**config.mk**
```make
export PLATFORM = sky130hd
export DESIGN_NAME = bird_motion
export DESIGN_NICKNAME = d
export VERILOG_FILES = /design/src/rtl/bird_pkg.sv /design/src/rtl/tick_prescaler.sv /design/src/rtl/bird_motion.sv
export SDC_FILE = /design/constraint.sdc
export NUM_CORES = 1
export LEC_CHECK = 0
export BUFFER_PORTS_ARGS = -buffer_cell sky130_fd_sc_hd__buf_2
export CAP_MARGIN = 20
export CORE_MARGIN = 3
export CORE_UTILIZATION = 49
export CTS_CLUSTER_SIZE = 10
export DETAILED_ROUTE_END_ITERATION = 8
export PLACE_DENSITY = 0.74
export SLEW_MARGIN = 20
export SYNTH_ARGS = -nofsm -noshare
export SYNTH_HDL_FRONTEND = slang
export SYNTH_SLANG_ARGS = --single-unit
export TNS_END_PERCENT = 5
```
**constraint.sdc**
```tcl
create_clock -name clk -period 2.9 [get_ports clk]
set_input_delay 0.87 -clock clk [delete_from_list [all_inputs] [get_ports clk]]
set_output_delay 0.87 -clock clk [all_outputs]
set_load 0.02 [all_outputs]
```
**src/rtl/bird_pkg.sv**
```systemverilog
// rtl/bird_pkg.sv - shared types and sizing helpers for the bird motion block
package bird_pkg;

  typedef enum logic [1:0] {READY, FLY, DEAD} bird_state_t;

  // Row count also used by the LED-matrix driver
  localparam int DEFAULT_ROWS = 8;

  function automatic int clog2_int(input int v);
    int r;
    r = 0;
    while ((1 << r) < v) r++;
    return r;
  endfunction

  // Signed width that holds +FLAP_VEL and one step below -MAX_FALL
  function automatic int vel_width(input int flap_vel, input int max_fall);
    int mx;
    mx = (flap_vel > max_fall) ? flap_vel : max_fall;
    return clog2_int(mx + 1) + 1;
  endfunction

endpackage

```
**src/rtl/tick_prescaler.sv**
```systemverilog
// rtl/tick_prescaler.sv - motion tick divider with clear and pause
module tick_prescaler #(
  parameter int TICK_CYCLES = 192
) (
  input  logic clk,
  input  logic reset,
  input  logic clr,
  input  logic en,
  output logic tick
);

  localparam int CW = (TICK_CYCLES > 1) ? $clog2(TICK_CYCLES) : 1;
  localparam logic [CW-1:0] LAST = CW'(TICK_CYCLES - 1);

  logic [CW-1:0] cnt;

  // Tick is the last count of the period; never while cleared or paused
  assign tick = en & ~clr & (cnt == LAST);

  // Count 0..TICK_CYCLES-1 while enabled, held at zero while cleared
  always_ff @(posedge clk or posedge reset) begin
    if (reset) begin
      cnt <= '0;
    end else if (clr) begin
      cnt <= '0;
    end else if (en) begin
      cnt <= (cnt == LAST) ? '0 : cnt + 1'b1;
    end
  end

endmodule

```
**src/rtl/bird_motion.sv**
```systemverilog
// rtl/bird_motion.sv - bird row tracking with flap velocity, gravity and loss detection
module bird_motion
  import bird_pkg::*;
#(
  parameter int ROWS        = DEFAULT_ROWS,
  parameter int TICK_CYCLES = 192,
  parameter int START_ROW   = 4,
  parameter int FLAP_VEL    = 2,
  parameter int MAX_FALL    = 2,
  localparam int VEL_W      = vel_width(FLAP_VEL, MAX_FALL)
) (
  input  logic                     clk,
  input  logic                     reset,
  input  logic                     en,
  input  logic                     restart,
  input  logic                     flap,
  output logic [ROWS-1:0]          pos_onehot,
  output logic [$clog2(ROWS)-1:0]  pos_row,
  output logic signed [VEL_W-1:0]  vel,
  output logic                     tick,
  output logic                     lose
);

  localparam int PW = $clog2(ROWS);
  localparam int W  = PW + VEL_W + 1;
  localparam logic signed [W-1:0] FLAP_W    = W'(FLAP_VEL);
  localparam logic signed [W-1:0] FALL_W    = W'(-MAX_FALL);
  localparam logic signed [W-1:0] ONE_W     = W'(1);
  localparam logic signed [W-1:0] ROW_MAX_W = W'(ROWS - 1);

  bird_state_t state;
  logic        flap_q;
  logic        pending;
  logic        flap_edge;
  logic        eff_flap;
  logic        clr;

  logic signed [W-1:0] vel_w, pos_w, dec_w, vnext_w, r_w;

  assign flap_edge  = flap & ~flap_q;
  assign eff_flap   = pending | flap_edge;
  assign clr        = (state != FLY) | restart;
  assign pos_onehot = {{(ROWS-1){1'b0}}, 1'b1} << pos_row;

  tick_prescaler #(
    .TICK_CYCLES (TICK_CYCLES)
  ) u_prescaler (
    .clk   (clk),
    .reset (reset),
    .clr   (clr),
    .en    (en),
    .tick  (tick)
  );

  // Next velocity and candidate row, evaluated wide and signed to catch under/overflow
  always_comb begin
    vel_w   = {{(W-VEL_W){vel[VEL_W-1]}}, vel};
    pos_w   = {{(W-PW){1'b0}}, pos_row};
    dec_w   = vel_w - ONE_W;
    vnext_w = eff_flap ? FLAP_W : ((dec_w < FALL_W) ? FALL_W : dec_w);
    r_w     = pos_w + vnext_w;
  end

  // Game state, position, velocity and flap bookkeeping
  always_ff @(posedge clk or posedge reset) begin
    if (reset) begin
      state   <= READY;
      pos_row <= PW'(START_ROW);
      vel     <= '0;
      pending <= 1'b0;
      flap_q  <= 1'b0;
      lose    <= 1'b0;
    end else begin
      flap_q <= flap;
      if (restart) begin
        state   <= READY;
        pos_row <= PW'(START_ROW);
        vel     <= '0;
        pending <= 1'b0;
        lose    <= 1'b0;
      end else begin
        case (state)
          READY: begin
            pending <= pending | flap_edge;
            if (flap_edge && en) state <= FLY;
          end
          FLY: begin
            if (tick) begin
              pending <= 1'b0;
              if (r_w[W-1]) begin
                pos_row <= '0;
                vel     <= '0;
                lose    <= 1'b1;
                state   <= DEAD;
              end else if (r_w > ROW_MAX_W) begin
                pos_row <= PW'(ROWS - 1);
                vel     <= '0;
              end else begin
                pos_row <= r_w[PW-1:0];
                vel     <= vnext_w[VEL_W-1:0];
              end
            end else begin
              pending <= pending | flap_edge;
            end
          end
          default: begin
            lose <= 1'b1;
          end
        endcase
      end
    end
  end

endmodule
```
Yosys cells after proc, flatten, opt, wreduce, memory -nomap -nowiden. Cells that the tools add are included. Widths: inputs -> output; s select.

Register bits after elaboration: 19. Latch bits: 0. Bits in writable memories: 0. Memory bits (read-only): 0. Input port bits: 5. Output and inout port bits: 16. Word-level logic and storage cells: 63. Memories: 0.

Add/sub/neg operators: 3. Multiply operators: 0. Divide/modulo/power cells: 0. Magnitude comparators: 2. Equal/unequal tests: 7. Shifts and indexed selects: 1. Mux-type cells: 27. Bitwise operators: 7. Reduce and logical (&&, ||, !) cells: 9.

Operator list (count): $mux 3 (10); $mux 8 (3); $mux 7 (2); $ne 3x3->1 const B (3); $add 8x1->8 const B (1); $eq 8x8->1 const B (1); $mux 2 (4); $shl 1x3->8 const A (1); $add 4x7->7 (1); $gt 7x4->1 const B (1); $reduce_bool 2->1 (3); $mux 1 (5); $lt 4x2->1 const B (1); $pmux 1 s2 (2); $pmux 2 s2 (1); $reduce_and 4->1 (1); $sub 3x2->4 const B (1); $and 1x1->1 (3); $reduce_and 3->1 (1); $reduce_bool 3->1 (1); $eq 2x1->1 const B (1); $logic_not 2->1 (1); $ne 2x1->1 const B (1); $ne 2x2->1 const B (1); 4 further kinds (6).

Longest topological paths before layout. Gate-level depths: netlist of run 1.

Depth in word-level cells: 11. Depth in mapped cells: 13. Gate-level depth less buffers: 13.

By module. Synthesis of run 1 repeated with hierarchy kept, for this count alone.

Cells, all modules: 132. Area, all modules: 1226.2 um^2.

Modules (own cells, without submodules): bird_motion (times used 1, cells an instance 84, area an instance 772.0 um^2, sequential area each 276.5 um^2); tick_prescaler (times used 1, cells an instance 48, area an instance 454.2 um^2, sequential area each 200.2 um^2).

Worst setup path after synthesis of run 1. No wires, ideal clock.

Path type: flip-flop to flip-flop. Start point: register vel[0]. End point: register pos_row[2]. Setup time: 0.090 ns. Data arrival time: 3.107 ns. Data required time: 2.810 ns. Path slack: -0.296 ns. Cell stages (with the launch flop): 13. Buffers on the path: 0. Clock period less this slack: 3.196 ns. Path through: dfrtp_1 inv_1 ha_1 or3_1 ha_1 nor4_1 ha_1 inv_1 fa_1 nor2b_1 nor4b_1 and2_1 a311oi_2.

Word-level cells in the longest chain between the ends: 11.

RTL lines: from (decl) (line bird_motion.sv:19) `output logic signed [VEL_W-1:0] vel,`; from (signal assigned) (line bird_motion.sv:100) `vel <= vnext_w[VEL_W-1:0];`; $sub 3x2->4 * (line bird_motion.sv:59) `dec_w = vel_w - ONE_W;`; $lt 4x2->1 (line bird_motion.sv:60) `vnext_w = eff_flap ? FLAP_W : ((dec_w < FALL_W) ? FALL_W : dec_w);`; $mux 7 * (2 in series) (line bird_motion.sv:60); $add 4x7->7 * (line bird_motion.sv:61) `r_w = pos_w + vnext_w;`; $gt 7x4->1 (line bird_motion.sv:95) `end else if (r_w > ROW_MAX_W) begin`; $mux 3 (line bird_motion.sv:95); $mux 3 * (line bird_motion.sv:90) `if (r_w[W-1]) begin`; $mux 3 * (line bird_motion.sv:88) `if (tick) begin`; $mux 3 * (line bird_motion.sv:82) `case (state)`; $mux 3 * (line bird_motion.sv:75) `if (restart) begin`; to (signal assigned) (line bird_motion.sv:77) `pos_row <= PW'(START_ROW);`; to (signal assigned) (line bird_motion.sv:96) `pos_row <= PW'(ROWS - 1);`; to (signal assigned) (line bird_motion.sv:99) `pos_row <= r_w[PW-1:0];`; to (decl) (line bird_motion.sv:18) `output logic [$clog2(ROWS)-1:0] pos_row,`.

Mark *: on every way between the ends. The rest lies on a longest branch, timed or not. The select of a mux whose other input is x is not followed. A chain may end at the register's enable or synchronous reset.

Final worst setup path of run 1.
Start point: register vel[1]. End point: register vel[0].

Word-level cells in the longest chain between the ends: 11.

RTL lines (line): $sub 3x2->4 * (bird_motion.sv:59); $lt 4x2->1 (bird_motion.sv:60); $mux 7 * (2 in series) (bird_motion.sv:60); $add 4x7->7 (bird_motion.sv:61); $gt 7x4->1 (bird_motion.sv:95); $mux 3 (bird_motion.sv:95); $mux 3 * (bird_motion.sv:90); $mux 3 * (bird_motion.sv:88); $mux 3 * (bird_motion.sv:82); $mux 3 * (bird_motion.sv:75).

Marks and branches as above.

==> results of run 1 <==
placed cells by master (no fill, tap or decap), drive strengths merged, types with 2 or more instances in the layout:
cell	Yosys	layout
buf	4	29
dfrtp	18	18
nor2	11	11
inv	10	10
nor3	8	8
nand2	7	7
and3	6	6
nand3	6	6
a21oi	6	6
ha	6	6
clkbuf	0	4
xor2	3	3
mux2i	3	3
o2bb2ai	3	3
a311oi	3	3
xnor2	2	2
o211ai	2	2
o21ai	2	2
nor2b	2	2
a41oi	2	2
mux2	2	2
cells in the mapped netlist, types with 2 or more instances:
| master | n |
|---|---|
| buf_2 | 2 |
| xor2_1 | 3 |
| nor3_1 | 7 |
| nor2_1 | 11 |
| nor2b_1 | 2 |
| nand3_1 | 5 |
| a21oi_1 | 4 |
| mux2i_1 | 3 |
| and3_1 | 5 |
| nand2_1 | 7 |
| a41oi_1 | 2 |
| o21ai_1 | 2 |
| ha_1 | 6 |
| inv_1 | 10 |
| o2bb2ai_1 | 3 |
| a21oi_2 | 2 |
| mux2_2 | 2 |
| dfrtp_1 | 18 |
| xnor2_1 | 2 |
| o211ai_1 | 2 |
| a311oi_1 | 2 |
state kept, by name, summed over array words and instances, names as in the netlist:
register and count:
flap_q 1, vel 3, pos_row 3, pending 1, u_prescaler.cnt 8, state 2, lose 1
how the worst min path moves through the flow:
stage                                endpoint  slack, ps  cells after the start
3_3_place_gp                 lose$_DFFE_PP0P_        500                      2
6_report                     lose$_DFFE_PP0P_        540                      2
5_1_grt                      lose$_DFFE_PP0P_        570                      2
3_5_place_dp               vel[0]$_DFFE_PP0P_        520                      1
4_1_cts                      lose$_DFFE_PP0P_        540                      2
2_1_floorplan  u_prescaler.cnt[5]$_DFFE_PP0P_        490                      1
where the power goes:
part | total [mW] | leakage [nW] | internal (mW) | switching (mW)
logic | 0.0642 | 0.434 | 0.0271 | 0.0370
registers | 0.271 | 0.255 | 0.267 | 0.00344
clock network | 0.134 | 0.0150 | 0.0536 | 0.0804
metrics by stage:
step           setup slack (ps)  util, %  setup TNS (ps)  instances  power [mW]
3_3_place_gp              -88.1     63.1            -347        179       0.329
4_1_cts                   -60.2     66.1            -286        183       0.472
2_1_floorplan             -52.0        -            -266        127       0.314
3_5_place_dp               -269     63.1           -1290        179       0.332
5_1_grt                    -229     67.0           -1310        184       0.490
6_report                  -84.6     67.0            -367        184       0.469
layer usage:
metal | share of wire (%) | wire length [um]
met5 | 0 | 0
met4 | 1.3 | 38
met3 | 4.5 | 130
met2 | 50 | 1440
met1 | 44 | 1260
cell families (layout without fill, tap and decap cells):
| kind of cell | after synthesis | count (layout) | share of synthesized area (%) |
|---|---|---|---|
| AOI/OAI and AO/OA | 23 | 23 | 14.4 |
| xor gates and xnor gates | 5 | 5 | 3.54 |
| adders and majority gates | 7 | 7 | 7.68 |
| buffers and inverters | 14 | 43 | 5.66 |
| DFF | 19 | 19 | 38.5 |
| muxes | 5 | 5 | 4.25 |
| and+or+nand+nor | 54 | 54 | 26.0 |
tightest hold or removal path, stage by stage (launching register included):
cell and delay (ps):
dfrtp_1 390, inv_1 70, a21oi_2 50
layout make-up:
class	instances	share of cell area [%]
flip-flops and latches	19	31.1
inverters	10	2.44
multi-input cells	94	51.6
clock buffers	4	1.71
repair buffers	29	10.9
well taps	28	2.27
what timing repair did:
item | in CTS | in global routing
setup buffers | 0 | 1
setup endpoints to repair | 9 | 9
resized for setup | 9 | 3
pin swaps | 3 | 4
==> flow_summary.yaml, run 1 <==
die:
  die-width_um: 56.3
  fp.coreArea_um2: 2300
  ios: 21
  initial_core_util_pct: 53.9
  fp.dieH_um: 56.3
  num_rows: 17
  die_area_um2: 3160
yosys:
  synth-seq-area-share_pct: 38.5
  synth-async-reset-ratio_pct: 100
  synth.largest_area_cell: "dfrtp_1"
  ys_ff_latch: 19
  yosysTopAreaCellShare_pct: 36.4
  synth_ff_type: "dfrtp_1"
  synth_edf_count: 0
  synth_nets: 139
  syn_avg_cell_area_um2: 9.74
  netlist_top_cells_area: "dfrtp_1 36%, ha_1 6.1%, nor2_1 3.3%, inv_1 3.0%, nor3_1 2.8%"
  synth_cell_types: 48
  netlist_area_um2: 1240
  yosysWarnings: 0
  netlist_instances: 127
worst_setup_path:
  reg2reg_depth: 12
  worstPathRequired_ps: 3110
  slowest_delay_ps: 430
  reg2reg_from: "vel[1]$_DFFE_PP0P_"
  end_kind: "flip-flop"
  crit_end: "vel[0]$_DFFE_PP0P_"
  crit_arrival_ps: 3200
  worstPathMaxFanout: 3
  path_delay_family: "adder cells"
  crit_chain: "inv_2, ha_4, or3_4, ha_4, nor4_4, ha_2, inv_1, fa_2, nor2b_4, o211ai_1, mux2_4, o2bb2ai_1"
  rr_endpoint: "vel[0]$_DFFE_PP0P_"
  crit_path_start_kind: "flip-flop"
  worst-path-buf-inv: 2
  critPathSlowestCell: "dfrtp_2"
  worst-r2r-setup-slack_ps: -80
  cp-startpoint: "vel[1]$_DFFE_PP0P_"
  path_class: "flip-flop to flip-flop"
  cp_num_cells: 12
  critPathMostFrequentCell: "ha_4"
timing:
  worst_slack_ps: -84.6
  finalSetupViolCount: 5
  maxSlewHeadroom_pct: 50.9
  post-route-min-period_ps: 2980
  rsz0062_at_grt: "yes"
  fmax_ghz: 0.335
  finalHoldViolCount: 0
  hold_slack_ps: 536
  worst_slew_pin_slew_ps: 735
  finClkSkew_ps: 14.6
  finalMaxSlewViolations: 0
  timing.final.crit_share_pct: 103
drt:
  avgViaCountPerCell: 5.83
  first_pass_iters: 4
  drt_iter0_markers: 44
  drt_wl_total_um: 2880
  routedWlPerCell_um: 15.6
  vias: 1073
  drc_errors: 0
  ant_nets: 0
clock_network:
  h-tree-depth: 1
  cts-root-buf: "clkbuf_4"
  cts-buffers-inserted: 3
  clkSinkCount: 19
  ctsHoldBuffers: 0
  clk_latency_ps: 300
  clkTransAtPathRegs_ps: 110
  cts_buffer_depth: 2
  cts_tree: "built"
global_routing:
  gr-usage-met2_pct: 33.6
  grt-busiest-layer: "met2"
  use_met1_pct: 23.6
  grt_pass1_vias: 1052
  antenna_found_initial: 0
  grtUsageTotal_pct: 19.1
  gr-total-overflow: 0
  grt_pass1_wl_um: 4800
  grt_max_degree: 20
  grt_use_met3_pct: 4.14
placed_design:
  dpl.hpwl_um: 2110
  placedInstanceArea_um2: 1450
  gp_congestion: 0.792
  port_buffers: 20
min_path:
  hold_start: "lose$_DFFE_PP0P_"
  min_path_type: "flip-flop to flip-flop"
layout:
  area_growth_pct: 24.5
  finalInstanceArea_um2: 1540
  drive_gt1_share_pct: 40.4
  fill_cells: 194
  final_nets: 169
  register_area_um2: 479
  antenna_cells: 0
  multi_input_area_um2: 795
power_and_ir_drop:
  power.density_nw_per_um2: 305
  leakage_nw: 0.704
  vdd_ir_drop_max_mv: 0.248
job:
  drv_cap: 0
outcome:
  violations: "negative setup slack"
  status: "complete, but fails checks"
No activity file was read; power rests on OpenSTA's default activity.
==> run 2, diff against run 1 <==
CORE_UTILIZATION = 42   (was 49)
PLACE_DENSITY = unset   (was 0.74)
RECOVER_POWER = 100   (was unset)
==> flow_summary.yaml, run 2 (same netlist as run 1, synthesis figures left out) <==
timing:
  worst_slew_pin_slew_ps: 705
  rsz0062_at_grt: "yes"
  worst_slack_ps: -94.2
  timing.final.crit_share_pct: 103
  finClkSkew_ps: 2.13
  fmax_ghz: 0.334
  post-route-min-period_ps: 2990
  tns_ps: -177
  finalSetupViolCount: 2
  finalMaxSlewViolations: 0
  finalHoldViolCount: 0
  maxSlewHeadroom_pct: 52.9
worst_setup_path:
  worst-r2r-setup-slack_ps: -90
  crit_chain: "inv_2, ha_4, xnor2_2, or3_4, ha_4, inv_2, a211oi_2, ha_1, nor2b_4, buf_4, or4b_4, a31oi_1, o21ai_1"
  crit_path_start_kind: "flip-flop"
  rr_endpoint: "pos_row[1]$_DFFE_PP0P_"
  end_kind: "flip-flop"
  worstPathMaxFanout: 3
  crit_arrival_ps: 3180
  reg2reg_depth: 13
  crit_end: "pos_row[1]$_DFFE_PP0P_"
  path_class: "flip-flop to flip-flop"
  reg2reg_from: "vel[1]$_DFFE_PP0P_"
  slowest_delay_ps: 500
  critPathSlowestCell: "or4b_4"
  cp-startpoint: "vel[1]$_DFFE_PP0P_"
  worstPathRequired_ps: 3080
clock_network:
  cts_tree: "built"
  ctsHoldBuffers: 0
  clk_latency_ps: 290
  clkSinkCount: 19
  cts-root-buf: "clkbuf_4"
  cts_buffer_depth: 2
  clkTransAtPathRegs_ps: 100
  h-tree-depth: 1
  cts-buffers-inserted: 3
global_routing:
  gr-total-overflow: 0
  grt_max_degree: 20
  antenna_found_initial: 0
  grt_pass1_wl_um: 4710
  grt_pass1_vias: 1057
  grtUsageTotal_pct: 17.4
placed_design:
  dp_worst_setup_slack_ps: -235
  dpl.hpwl_um: 2140
  placedInstanceArea_um2: 1490
  port_buffers: 20
  gp_congestion: 0.836
die:
  die_area_um2: 3630
  fp.dieH_um: 60.3
  die-width_um: 60.3
  initial_core_util_pct: 44.5
  fp.coreArea_um2: 2780
  ios: 21
  num_rows: 19
layout:
  largest_register_ffs: 8
  drive_gt1_share_pct: 35.0
  antenna_cells: 0
  finalInstanceArea_um2: 1590
  reg_top3: "u_prescaler.cnt (8), pos_row (3), vel (3)"
  final_cell_mix: "16 x clkbuf_1, 16 x dfrtp_1, 15 x buf_4, 11 x nor2_1, 7 x nand2_1"
  fill_cells: 256
  final_util_pct: 57.1
  regMostFlops: "u_prescaler.cnt"
  final_nets: 176
  area_growth_pct: 28.3
power_and_ir_drop:
  vdd_ir_drop_max_mv: 0.300
  leakage_nw: 0.689
  power.density_nw_per_um2: 296
drt:
  avgViaCountPerCell: 5.76
  routedWlPerCell_um: 14.4
  drt_wl_total_um: 2790
  vias: 1118
  first_pass_iters: 5
  drc_errors: 0
  ant_nets: 0
  drt_iter0_markers: 34
min_path:
  min_path_type: "flip-flop to flip-flop"
job:
  drv_cap: 0
outcome:
  status: "complete, but fails checks"
  violations: "negative setup slack"
==> run 2: cell types whose count changed in the layout (fill, tap and decap cells not counted), sizes merged <==
cell	change
buf	-9
clkbuf	+16
==> run 2: critical path: cells and delay by family, from the launching register on <==
family | cells | cell delay (ps)
compound gates | 3 | 420
fa+ha+maj | 3 | 720
simple gates | 3 | 980
flops | 1 | 400
buf+inv | 3 | 220
xor+xnor | 1 | 130
==> run 2: timing repair <==
action | CTS | global route
gates resized for setup | 12 | 4
setup buffers | 4 | 0
pin swaps | 13 | 6
setup endpoints to repair | 9 | 9
==> run 2: worst min path at each step <==
stage	from	endpoint	slack, ps	cells past startpoint
floorplan	u_prescaler.cnt[5]$_DFFE_PP0P_	u_prescaler.cnt[5]$_DFFE_PP0P_	490	1
global placement	lose$_DFFE_PP0P_	lose$_DFFE_PP0P_	500	2
detailed placement	u_prescaler.cnt[5]$_DFFE_PP0P_	u_prescaler.cnt[5]$_DFFE_PP0P_	510	1
CTS	u_prescaler.cnt[5]$_DFFE_PP0P_	u_prescaler.cnt[5]$_DFFE_PP0P_	520	1
global route	lose$_DFFE_PP0P_	lose$_DFFE_PP0P_	570	2
finish	u_prescaler.cnt[5]$_DFFE_PP0P_	u_prescaler.cnt[5]$_DFFE_PP0P_	520	1
==> run 2: through the flow <==
stage / hold WS, ps / std cells / power (mW)
2_1_floorplan: 486 / 127 / 0.314
4_1_cts: 523 / 194 / 0.474
3_3_place_gp: 502 / 187 / 0.334
3_5_place_dp: 508 / 187 / 0.335
6_report: 522 / 194 / 0.471
5_1_grt: 569 / 194 / 0.493
==> run 2: final cells by class <==
cell class	count	area (um2)	area share (%)
Multi-Input combinational cell	94	805	50.7
Timing Repair Buffer	36	201	12.7
Tap cell	31	38.8	2.44
Inverter	10	37.5	2.36
Sequential cell	19	479	30.2
Clock buffer	4	26.3	1.65
==> run 2: layer usage <==
| metal | up-vias | part of all wire (%) | GRT usage [%] |
|---|---|---|---|
| met5 | - | 0 | 0 |
| met4 | 0 | 0.57 | 6.01 |
| met3 | 2 | 4.7 | 3.02 |
| met2 | 32 | 46 | 27.8 |
| met1 | 546 | 49 | 23.7 |
| li1 | 538 | - | - |
==> run 2: where the power goes <==
part	total, mW	internal (mW)	switching (mW)
combinational	0.0690	0.0315	0.0375
sequential	0.271	0.267	0.00349
clock	0.131	0.0535	0.0771
total	0.471	0.352	0.118
